<file path="config.mk">
export PLATFORM = sky130hd
export DESIGN_NAME = cap_touch_scanner
export DESIGN_NICKNAME = d
export VERILOG_FILES = /design/src/rtl/cap_touch_scanner_pkg.sv /design/src/rtl/cap_touch_scanner_debounce.sv /design/src/rtl/cap_touch_scanner.sv
export SDC_FILE = /design/constraint.sdc
export NUM_CORES = 1
export LEC_CHECK = 0
export CAP_MARGIN = 20
export CORE_MARGIN = 5
export CORE_UTILIZATION = 65
export CTS_BUF_LIST = sky130_fd_sc_hd__clkbuf_4
export DETAILED_ROUTE_END_ITERATION = 8
export PLACE_DENSITY_LB_ADDON = 0.3
export SLEW_MARGIN = 20
export SYNTH_ARGS = -nofsm -noshare
export SYNTH_HDL_FRONTEND = slang
export SYNTH_SLANG_ARGS = --single-unit
export TNS_END_PERCENT = 30
</file>
<file path="constraint.sdc">
create_clock -name clock -period 3.3 [get_ports clock]
set_clock_uncertainty 0.1 [all_clocks]
set_input_delay 0.66 -clock clock [delete_from_list [all_inputs] [get_ports clock]]
set_output_delay 0.66 -clock clock [all_outputs]
set_load 0.05 [all_outputs]
</file>
<file path="src/rtl/cap_touch_scanner_pkg.sv">
// ---------------------------------------------------------------------------
// cap_touch_scanner_pkg
//   Shared constants and types for the capacitive pad scanner.
//   - Pad count, rise-time counter width, discharge/timeout timing,
//     touch threshold and debounce depth.
//   - FSM state encoding (IDLE=0, DISCHARGE=1, MEASURE=2, EVAL=3), also
//     visible on the scanner's fsm_state debug output.
// ---------------------------------------------------------------------------
`timescale 1ns/1ps
package cap_touch_scanner_pkg;

    localparam int NUM_SENSORS      = 9;
    localparam int CNT_W            = 12;
    localparam int DISCHARGE_CYCLES = 64;
    localparam int TIMEOUT_CYCLES   = 4000;  // must stay below 2**CNT_W
    localparam int THRESHOLD        = 200;   // rise count strictly above = touched
    localparam int DEBOUNCE_SCANS   = 3;

    localparam int DIS_W   = $clog2(DISCHARGE_CYCLES);
    localparam int AGREE_W = $clog2(DEBOUNCE_SCANS + 1);

    typedef enum logic [1:0] {
        ST_IDLE      = 2'd0,
        ST_DISCHARGE = 2'd1,
        ST_MEASURE   = 2'd2,
        ST_EVAL      = 2'd3
    } cap_state_t;

    // A pad counts as touched this scan when its rise time exceeds THRESHOLD.
    // The rise count already contains the synchronizer latency; no correction.
    function automatic logic is_touched(input logic [CNT_W-1:0] rise);
        return rise > CNT_W'(THRESHOLD);
    endfunction

endpackage

</file>
<file path="src/rtl/cap_touch_scanner_debounce.sv">
// ---------------------------------------------------------------------------
// cap_debounce
//   Per-pad debouncer. Holds the pad's stable state and counts consecutive
//   scans whose raw result disagrees with it; DEBOUNCE_SCANS disagreeing
//   scans in a row flip the stable state. Any agreeing scan clears the count.
// Ports
//   clock   in  system clock
//   reset   in  asynchronous, active-low
//   en      in  one-cycle strobe, high once per scan (EVAL)
//   raw     in  this scan's thresholded result
//   stable  out debounced pad state
// ---------------------------------------------------------------------------
`timescale 1ns/1ps
module cap_debounce
    import cap_touch_scanner_pkg::*;
(
    input  logic clock,
    input  logic reset,
    input  logic en,
    input  logic raw,
    output logic stable
);

    logic [AGREE_W-1:0] agree;

    always_ff @(posedge clock or negedge reset) begin
        if (!reset) begin
            stable <= 1'b0;
            agree  <= '0;
        end else if (en) begin
            if (raw == stable) begin
                agree <= '0;
            end else if (agree == AGREE_W'(DEBOUNCE_SCANS - 1)) begin
                // This is the DEBOUNCE_SCANS-th disagreeing scan in a row.
                stable <= ~stable;
                agree  <= '0;
            end else begin
                agree <= agree + 1'b1;
            end
        end
    end

endmodule

</file>
<file path="src/rtl/cap_touch_scanner.sv">
// ---------------------------------------------------------------------------
// cap_touch_scanner
//   Processor-side reader for the 9-pad capacitive array. Discharges the
//   shared charge line, raises it, and times how long each pad's sense input
//   takes to rise. Rise times above THRESHOLD count as touches; per-pad
//   debouncers filter them into touch_mask, and newly pressed pads are
//   latched in press_latched until the processor reads (rd_strobe).
//
// Ports
//   clock                   in   system clock
//   reset                   in   asynchronous, active-low
//   scan_en                 in   1 = scan continuously
//   capacitive_sensors_in   in   pad sense inputs (asynchronous)
//   capacitive_sensors_out  out  shared charge drive (high only in MEASURE)
//   touch_mask              out  debounced held state per pad
//   press_latched           out  sticky newly-pressed bits
//   rd_strobe               in   processor read; clears press_latched
//   scan_done               out  1-cycle pulse per completed scan (EVAL)
//   raw_sel / raw_count     raw rise time of one pad, only with CAP_SCAN_RAW_EN
//   fsm_state               out  current FSM state, for debug/observation
//
// Configuration
//   CAP_SCAN_RAW_EN : adds raw_sel[3:0] in and raw_count[CNT_W-1:0] out.
// ---------------------------------------------------------------------------
`timescale 1ns/1ps
module cap_touch_scanner
    import cap_touch_scanner_pkg::*;
(
    input  logic                   clock,
    input  logic                   reset,
    input  logic                   scan_en,
    input  logic [NUM_SENSORS-1:0] capacitive_sensors_in,
    output logic                   capacitive_sensors_out,
    output logic [NUM_SENSORS-1:0] touch_mask,
    output logic [NUM_SENSORS-1:0] press_latched,
    input  logic                   rd_strobe,
    output logic                   scan_done,
`ifdef CAP_SCAN_RAW_EN
    input  logic [3:0]             raw_sel,
    output logic [CNT_W-1:0]       raw_count,
`endif
    output cap_state_t             fsm_state
);

    cap_state_t             state;
    logic [NUM_SENSORS-1:0] sync_q1;
    logic [NUM_SENSORS-1:0] sync_in;
    logic [DIS_W-1:0]       dis_cnt;
    logic [CNT_W-1:0]       cnt;
    logic [NUM_SENSORS-1:0] done;
    logic [CNT_W-1:0]       rise [NUM_SENSORS];
    logic [NUM_SENSORS-1:0] raw;
    logic [NUM_SENSORS-1:0] stable;
    logic                   timeout;
    logic                   eval;

    assign fsm_state = state;
    assign timeout   = (cnt == CNT_W'(TIMEOUT_CYCLES - 1));
    assign eval      = (state == ST_EVAL);

    // Two-flop synchronizer on the asynchronous pad inputs.
    always_ff @(posedge clock or negedge reset) begin
        if (!reset) begin
            sync_q1 <= '0;
            sync_in <= '0;
        end else begin
            sync_q1 <= capacitive_sensors_in;
            sync_in <= sync_q1;
        end
    end

    // Scan FSM with the rise counter and per-pad capture.
    // capacitive_sensors_out and scan_done are registered alongside the
    // state so they are exactly aligned with MEASURE and EVAL respectively.
    always_ff @(posedge clock or negedge reset) begin
        if (!reset) begin
            state                  <= ST_IDLE;
            dis_cnt                <= '0;
            cnt                    <= '0;
            done                   <= '0;
            capacitive_sensors_out <= 1'b0;
            scan_done              <= 1'b0;
            for (int i = 0; i < NUM_SENSORS; i++) rise[i] <= '0;
        end else begin
            scan_done <= 1'b0;
            case (state)
                ST_IDLE: begin
                    capacitive_sensors_out <= 1'b0;
                    if (scan_en) begin
                        state   <= ST_DISCHARGE;
                        dis_cnt <= '0;
                    end
                end

                ST_DISCHARGE: begin
                    cnt  <= '0;
                    done <= '0;
                    for (int i = 0; i < NUM_SENSORS; i++) rise[i] <= '0;
                    if (dis_cnt == DIS_W'(DISCHARGE_CYCLES - 1)) begin
                        state                  <= ST_MEASURE;
                        capacitive_sensors_out <= 1'b1;
                    end else begin
                        dis_cnt <= dis_cnt + 1'b1;
                    end
                end

                ST_MEASURE: begin
                    for (int i = 0; i < NUM_SENSORS; i++) begin
                        if (sync_in[i] && !done[i]) begin
                            rise[i] <= cnt;
                            done[i] <= 1'b1;
                        end else if (timeout && !done[i]) begin
                            // Pad never rose: saturate so it reads as touched.
                            rise[i] <= CNT_W'(TIMEOUT_CYCLES);
                        end
                    end
                    if ((&done) || timeout) begin
                        state                  <= ST_EVAL;
                        capacitive_sensors_out <= 1'b0;
                        scan_done              <= 1'b1;
                    end else begin
                        // Stops at TIMEOUT_CYCLES-1, so cnt never wraps.
                        cnt <= cnt + 1'b1;
                    end
                end

                ST_EVAL: begin
                    // scan_en is only sampled here: a drop mid-scan lets
                    // the current scan finish before returning to IDLE.
                    if (scan_en) begin
                        state   <= ST_DISCHARGE;
                        dis_cnt <= '0;
                    end else begin
                        state <= ST_IDLE;
                    end
                end

                default: state <= ST_IDLE;
            endcase
        end
    end

    always_comb begin
        raw = '0;
        for (int i = 0; i < NUM_SENSORS; i++) raw[i] = is_touched(rise[i]);
    end

    for (genvar g = 0; g < NUM_SENSORS; g++) begin : g_debounce
        cap_debounce u_debounce (
            .clock  (clock),
            .reset  (reset),
            .en     (eval),
            .raw    (raw[g]),
            .stable (stable[g])
        );
    end

    // touch_mask trails the debouncers by one cycle, so the rising-edge term
    // (stable & ~touch_mask) is nonzero exactly in the cycle after EVAL.
    // A read clears old latched bits but never a bit being set this cycle.
    always_ff @(posedge clock or negedge reset) begin
        if (!reset) begin
            touch_mask    <= '0;
            press_latched <= '0;
        end else begin
            touch_mask    <= stable;
            press_latched <= (rd_strobe ? '0 : press_latched) | (stable & ~touch_mask);
        end
    end

`ifdef CAP_SCAN_RAW_EN
    logic [CNT_W-1:0] raw_pick;

    // Explicit select keeps out-of-range raw_sel values at zero.
    always_comb begin
        raw_pick = '0;
        for (int i = 0; i < NUM_SENSORS; i++) begin
            if (raw_sel == 4'(i)) raw_pick = rise[i];
        end
    end

    always_ff @(posedge clock or negedge reset) begin
        if (!reset) begin
            raw_count <= '0;
        end else if (eval) begin
            raw_count <= raw_pick;
        end
    end
`endif

endmodule

</file>
Word level (Yosys, flattened, before mapping). Cells that the tools add are included.

Register bits after elaboration: 202. Latch bits: 0. Logic and storage cells: 261. Bits in writable memories: 0. ROM bits: 0. Bits of input ports: 13. Memories: 0.

Multiplexer cells: 63. Shifts and indexed selects: 0. $mul: 0. Add/sub/neg operators: 11. Order comparisons: 9. Equal/unequal tests: 47. Reduce and logical (&&, ||, !) cells: 65. Divide/modulo/power cells: 0. Bitwise logic cells: 21.

Operators with widths (number): $mux 12 (19); $pmux 108 s2 (1); $gt 12x8->1 const B (9); $mux 2 (21); $reduce_and 2->1 (19); $reduce_and 3->1 (12); $ne 2x2->1 const B (14); $ne 3x3->1 const B (9); $pmux 12 s2 (1); $eq 2x2->1 const B (11); $add 2x1->2 const B (9); $logic_and 1x1->1 (18); $not 1->1 (18); $pmux 9 s2 (1); $mux 1 (14); $add 12x1->12 const B (1); $eq 12x12->1 const B (1); $mux 6 (2); $pmux 6 s2 (1); $and 9x9->9 (1); $eq 1x1->1 (9); $logic_not 1->1 (9); $mux 9 (1); $not 9->9 (1); 13 further kinds (14).

Logic depth before layout (Yosys ltp).
Depth after elaboration: 5. Gate-level depth with buffers: 9. Depth with buffers taken out: 6.

By module. Synthesis repeated with hierarchy kept, for this count alone.

Cells, all modules: 759. Area total of the unflattened synthesis: 8704.6 µm².

Modules (own cells, without submodules): cap_touch_scanner (times used 1, area an instance 7454.6 µm², seq. area each 4379.2 µm², cells each 651); cap_debounce (times used 9, area an instance 138.9 µm², seq. area each 75.1 µm², cells each 12).

Worst setup path after synthesis. No wires, ideal clock.

Path kind: register to register. Start point: reg state[0], in the netlist fsm_state[0]. End point: reg rise[12] (netlist bit). Library setup time: 0.122 ns. Data arrival time: 2.268 ns. Slack: 0.810 ns. Required time: 3.078 ns. Period minus slack after synthesis: 2.490 ns. Stages on the path, launching flop included: 9. Cell sequence: dfrtp_1 inv_1 ha_1 clkbuf_1 inv_1 clkbuf_1 clkbuf_1 nor2_1 a32o_1.

Longest elaborated chain between the ends: 3. Elaborated cells between the ends (all ways): 6.

RTL lines: from (decl) (line cap_touch_scanner.sv:45) `cap_state_t state;`; from (signal assigned) (line cap_touch_scanner.sv:77) `state <= ST_IDLE;`; from (signal assigned) (line cap_touch_scanner.sv:90) `state <= ST_DISCHARGE;`; from (signal assigned) (line cap_touch_scanner.sv:100) `state <= ST_MEASURE;`; $eq 2x2->1 or $eq 2x1->1 (tied branches) (line cap_touch_scanner.sv:86) `case (state)`; $ne 3x3->1 (no source line) or $reduce_bool 2->1 (tied branches); $reduce_and 2->1 (no source line); to (signal, indexed assignment) (line cap_touch_scanner.sv:110) `rise[i] <= cnt;`; to (signal, indexed assignment) (line cap_touch_scanner.sv:114) `rise[i] <= CNT_W'(TIMEOUT_CYCLES);`; to (decl) (line cap_touch_scanner.sv:51) `logic [CNT_W-1:0] rise [NUM_SENSORS];`.

Parallel ways exist; a longest one is shown, timed or not. A chain may end at the register's enable or synchronous reset.

Worst setup path after layout.
Start point: reg state[1], in the netlist fsm_state[1]. End point: out fsm_state[1].

RTL lines: to (decl) (line cap_touch_scanner.sv:42) `output cap_state_t fsm_state`.

No word-level cell between the ends.

==> flow_results.org <==
** STA
- Setup violations remaining at the end of the flow were counted as 0.
- In the finished design, the share of the clock period the worst path needs comes to 0.820.
- Max-slew headroom at the worst pin :: 0.423
- At the pin with the least slew margin, the transition time is 0.858 ns.
- RSZ-0062 raised after global routing :: false
- Min Clock Period, post-route :: 2.71 ns
- The number of pins with negative max-slew slack in the final report was 0.
- Fin. Hold Viols :: 0
- Setup total negative slack on the finished layout was measured at 0 ns.
- Fmax :: 369 MHz

** Critical path
- The signal on the critical path passes through clkdlybuf4s50_1.
- Critical path startpoint category :: flip-flop
- At the worst endpoint, the arrival time is 1.95 ns.
- Cell type of the slowest stage on the worst timing path :: sky130_fd_sc_hd__clkdlybuf4s50_1
- Counting both buffers and inverters, the worst setup path holds a total of 1.
- Kind of cell adding the most delay to the critical path :: buffers and inverters
- Worst reg-to-reg path cell count :: 7
- In this run the number of cells on the critical path is 1.
- Data on the critical path is required at its endpoint by 2.54 ns.
- The setup check on the worst reg-to-reg path leaves a slack of 0.69 ns.
- Kind of critical path :: reg2out
- Largest fanout on the critical path :: 6
- Launch instance of the worst register-to-register path :: fsm_state[0]
- The worst register-to-register path ends at cnt[6].
- Critical path's largest stage delay :: 0.84 ns
- STA classifies the critical path endpoint as an output pin.

** Floorplanning
- The floorplan step defined a die boundary enclosing 15,900 µm².
- In this run the vertical extent of the chip is 126 µm.
- In this run the count of I/O pins placed on the die edge is 35.
- Std-Cell Core Area :: 13,200 µm²
- The die is 126 µm wide.
- Starting utilization of the core area :: 0.662
- The floorplan has 42 rows.

** Pwr
- Internal :: 0.00562 W
- Across the VDD grid, the largest voltage drop is 0.621 mV.
- Reported net switching power :: 0.00374 W
- Power share of the sequential group :: 0.407
- Clock share of power :: 0.220
- Of the total power, the share spent switching nets is 0.400.
- Dividing total power by cell area gives a power density of 938 nW/µm².
- The share of total power dissipated in combinational logic is 0.372.
- For this design the static power due to leakage is 5.02 nW.

** Final layout
- For this run, the post-layout net count is 870.
- Relative to the synthesized area, the layout overhead comes to 14.2%.
- The filler cells instantiated in the layout total 872.
- Antenna diode count :: 0
- Fraction of the core area covered by cells at the end of the flow :: 0.756
- Design area :: 9970 µm²
- In the final layout, the share of cells above drive strength 1 is 0.124.

** Synth
- Mean cell area of the mapped netlist :: 11.2 µm²
- Share of async-settable or async-resettable flops after synthesis :: 1.00
- Syn. warnings :: 0
- The synthesized netlist occupies a cell area of 8730 µm².
- Number of different library cells in the post-synthesis netlist :: 51
- Among all flip-flop cells after synthesis, the most frequent one is sky130_fd_sc_hd__dfrtp_1.
- Post-synth EDFFs :: 0
- Counting every net in the synthesized netlist gives 800.
- Instance count of the mapped netlist :: 780
- Sequential element share of the synthesized area :: 0.579
- Number of flip-flops and latches in the synthesized netlist :: 202

** Drt
- In the final routing, the length of wire on met1 measures 8080 µm.
- First-iteration detailed-routing DRC count :: 604
- After detailed routing, the number of remaining DRC violations is 0.
- The first detailed-routing pass took 5 iterations.
- Met2 wire length :: 10,000 µm
- Post-Route WL :: 20,300 µm
- Highest metal layer used by the detailed router :: met4
- Mean number of vias per cell :: 6.27
- Total length of routed met3 wires :: 1540 µm
- Across all layers, the routed design uses 6,678 vias.
- Dividing the detail-routed wire length by the instance count gives 19.0 µm.
- In this run the remaining antenna-violating nets after routing total 0.

** Min path
- In this run the most critical hold path is launched from sync_q1[8].
- Class of the worst hold path :: reg2reg
- Terminating pin of the worst hold path :: sync_in[8]
- The worst hold path was traced through 0 stages.

** Place
- The congestion estimate from routability-driven global placement came to 0.846.
- Post-DP HPWL :: 13,000 µm
- Input and output buffers added on the ports amount to 34.
- After detailed placement, the total cell area comes to 9330 µm².

** GRT
- Global routing finished with a remaining overflow of 0.
- The first global-routing pass estimated 34,200 µm of wire.
- Via count of the first global-routing pass :: 7,090
- Tot GR Track Use :: 0.264
- Entering global routing, the biggest net connects 120 pins.
- Initial antenna violation count :: 0

** Run status
- Outcome :: completed

** Clocking
- Max clock buf depth :: 3
- Counting the buffers created by CTS gives 51.
- Clock tree synthesis selected as its root buffer the cell sky130_fd_sc_hd__clkbuf_4.
- Hold-fix buffers, CTS :: 1
- Number of levels the H-tree was split into :: 2
- The number of gates resized after CTS was 0.
- TritonCTS built the clock tree.
- The later pin in the worst-skew pair is clocked with a latency of 0.66 ns.
- Buffers added to address setup during post-CTS repair amount to 0.
- Clk pin slew, worst setup/hold paths :: 0.06 ns
- Counting every sink on the clock net gives 202.

** Run
- Across the run, the number of max-cap violations was 0.
## metrics by stage
step                worst slack [ns]  std cells  power (W)  hold slack (ns)
floorplan                      0.810        780    0.00624            0.231
detailed placement             0.760        972    0.00730            0.236
global placement               0.920        972    0.00701            0.234
finish                         0.593       1065    0.00935            0.249
CTS                            0.575       1065    0.00936            0.250
global route                   0.541       1065    0.00993            0.260
## final cells by class
class / count / area (µm²) / area share
Tap cell: 176 / 220 / 0.0221
Multi-Input combinational cell: 494 / 3320 / 0.333
Timing Repair Buffer: 62 / 594 / 0.0596
Sequential cell: 202 / 5050 / 0.507
Clock buffer: 69 / 518 / 0.0519
Inverter: 39 / 146 / 0.0147
Clock inverter: 23 / 115 / 0.0115
## state kept, by name (all words and copies together) (netlist names)
signal,flops
rise,108
g_debounce.u_debounce.stable,9
done,9
scan_done,1
touch_mask,9
sync_in,9
capacitive_sensors_out,1
cnt,12
g_debounce.u_debounce.agree,18
fsm_state,2
sync_q1,9
press_latched,9
dis_cnt,6
## per-layer routing
layer	global-route usage	vias up
met2	0.432	269
met3	0.0555	63
met1	0.344	3328
met5	0	-
li1	-	3018
met4	0.119	0
## cells in the final DEF, fill, tap and decap left out, types with 6 or more instances in the layout
cell | Yosys | layout
sky130_fd_sc_hd__dfrtp_1 | 202 | 202
sky130_fd_sc_hd__o31a_1 | 9 | 9
sky130_fd_sc_hd__a21o_1 | 12 | 12
sky130_fd_sc_hd__nand3_1 | 19 | 19
sky130_fd_sc_hd__nor3_1 | 17 | 17
sky130_fd_sc_hd__clkinv_1 | 0 | 19
sky130_fd_sc_hd__nand2_1 | 76 | 75
sky130_fd_sc_hd__nor2_1 | 81 | 81
sky130_fd_sc_hd__a21oi_1 | 8 | 8
sky130_fd_sc_hd__a32o_1 | 55 | 55
sky130_fd_sc_hd__inv_1 | 39 | 39
sky130_fd_sc_hd__nand2b_1 | 23 | 23
sky130_fd_sc_hd__clkbuf_4 | 0 | 69
sky130_fd_sc_hd__o21ai_0 | 18 | 18
sky130_fd_sc_hd__and3_1 | 7 | 7
sky130_fd_sc_hd__buf_4 | 8 | 24
sky130_fd_sc_hd__o32ai_1 | 11 | 11
sky130_fd_sc_hd__nor4_1 | 7 | 7
sky130_fd_sc_hd__o21a_1 | 8 | 8
sky130_fd_sc_hd__or4_1 | 6 | 6
sky130_fd_sc_hd__clkdlybuf4s50_1 | 0 | 33
sky130_fd_sc_hd__mux2i_1 | 60 | 60
sky130_fd_sc_hd__ha_1 | 7 | 7
sky130_fd_sc_hd__o22ai_1 | 9 | 9
sky130_fd_sc_hd__o311a_1 | 9 | 9
sky130_fd_sc_hd__o41ai_1 | 6 | 6
## worst max-delay path by stage
stage / from / endpoint / slack (ns)
2_1_floorplan: fsm_state[0] / rise[12] / 0.81
3_3_place_gp: cnt[0] / rise[78] / 0.92
3_5_place_dp: fsm_state[0] / cnt[3] / 0.76
4_1_cts: fsm_state[0] / fsm_state[0] / 0.57
5_1_grt: fsm_state[0] / fsm_state[0] / 0.54
6_report: fsm_state[1] / fsm_state[1] / 0.59
## cell families (layout without fill, tap and decap cells)
kind of cell / count (synthesis) / after routing / synth area share
AO/OA/AOI/OAI: 170 / 170 / 0.162
buffers and inverters: 84 / 193 / 0.0415
flip-flops: 202 / 202 / 0.579
multiplexers: 62 / 62 / 0.0713
AND/OR/NAND/NOR: 255 / 255 / 0.137
adder cells (fa/ha/maj): 7 / 7 / 0.0100
## Yosys cell counts (all sizes together) (2+ instances only)
master    n  area share
a211o     2      0.0020
a21o     12       0.010
a21oi     8      0.0046
a22o      4      0.0040
a31o      3      0.0030
a31oi     3      0.0021
a32o     55       0.063
and3      7      0.0050
buf      13       0.011
clkbuf   32       0.014
dfrtp   202        0.58
ha        7       0.010
inv      39       0.017
mux2      2      0.0026
mux2i    60       0.069
nand2    76       0.033
nand2b   23       0.016
nand3    19       0.011
nand3b    5      0.0043
nand4     5      0.0036
nor2     81       0.035
nor3     17      0.0097
nor3b     2      0.0017
nor4      8      0.0074
o211ai    3      0.0026
o21a      8      0.0069
o21ai    20       0.012
o22ai     9      0.0064
o311a     9       0.010
o31a      9      0.0090
o31ai     2      0.0017
o32ai    11       0.011
o41ai     6      0.0060
or3       2      0.0014
or4       6      0.0052
## power by group through the flow
stage          combinational, W  sequential, W  clock (W)
2_1_floorplan           0.00213        0.00411          0
3_3_place_gp            0.00324        0.00377          0
3_5_place_dp            0.00346        0.00384          0
4_1_cts                 0.00347        0.00380    0.00209
5_1_grt                 0.00381        0.00391    0.00221
6_report                0.00348        0.00381    0.00206
Note: power is estimated with default switching activity, not from simulation.
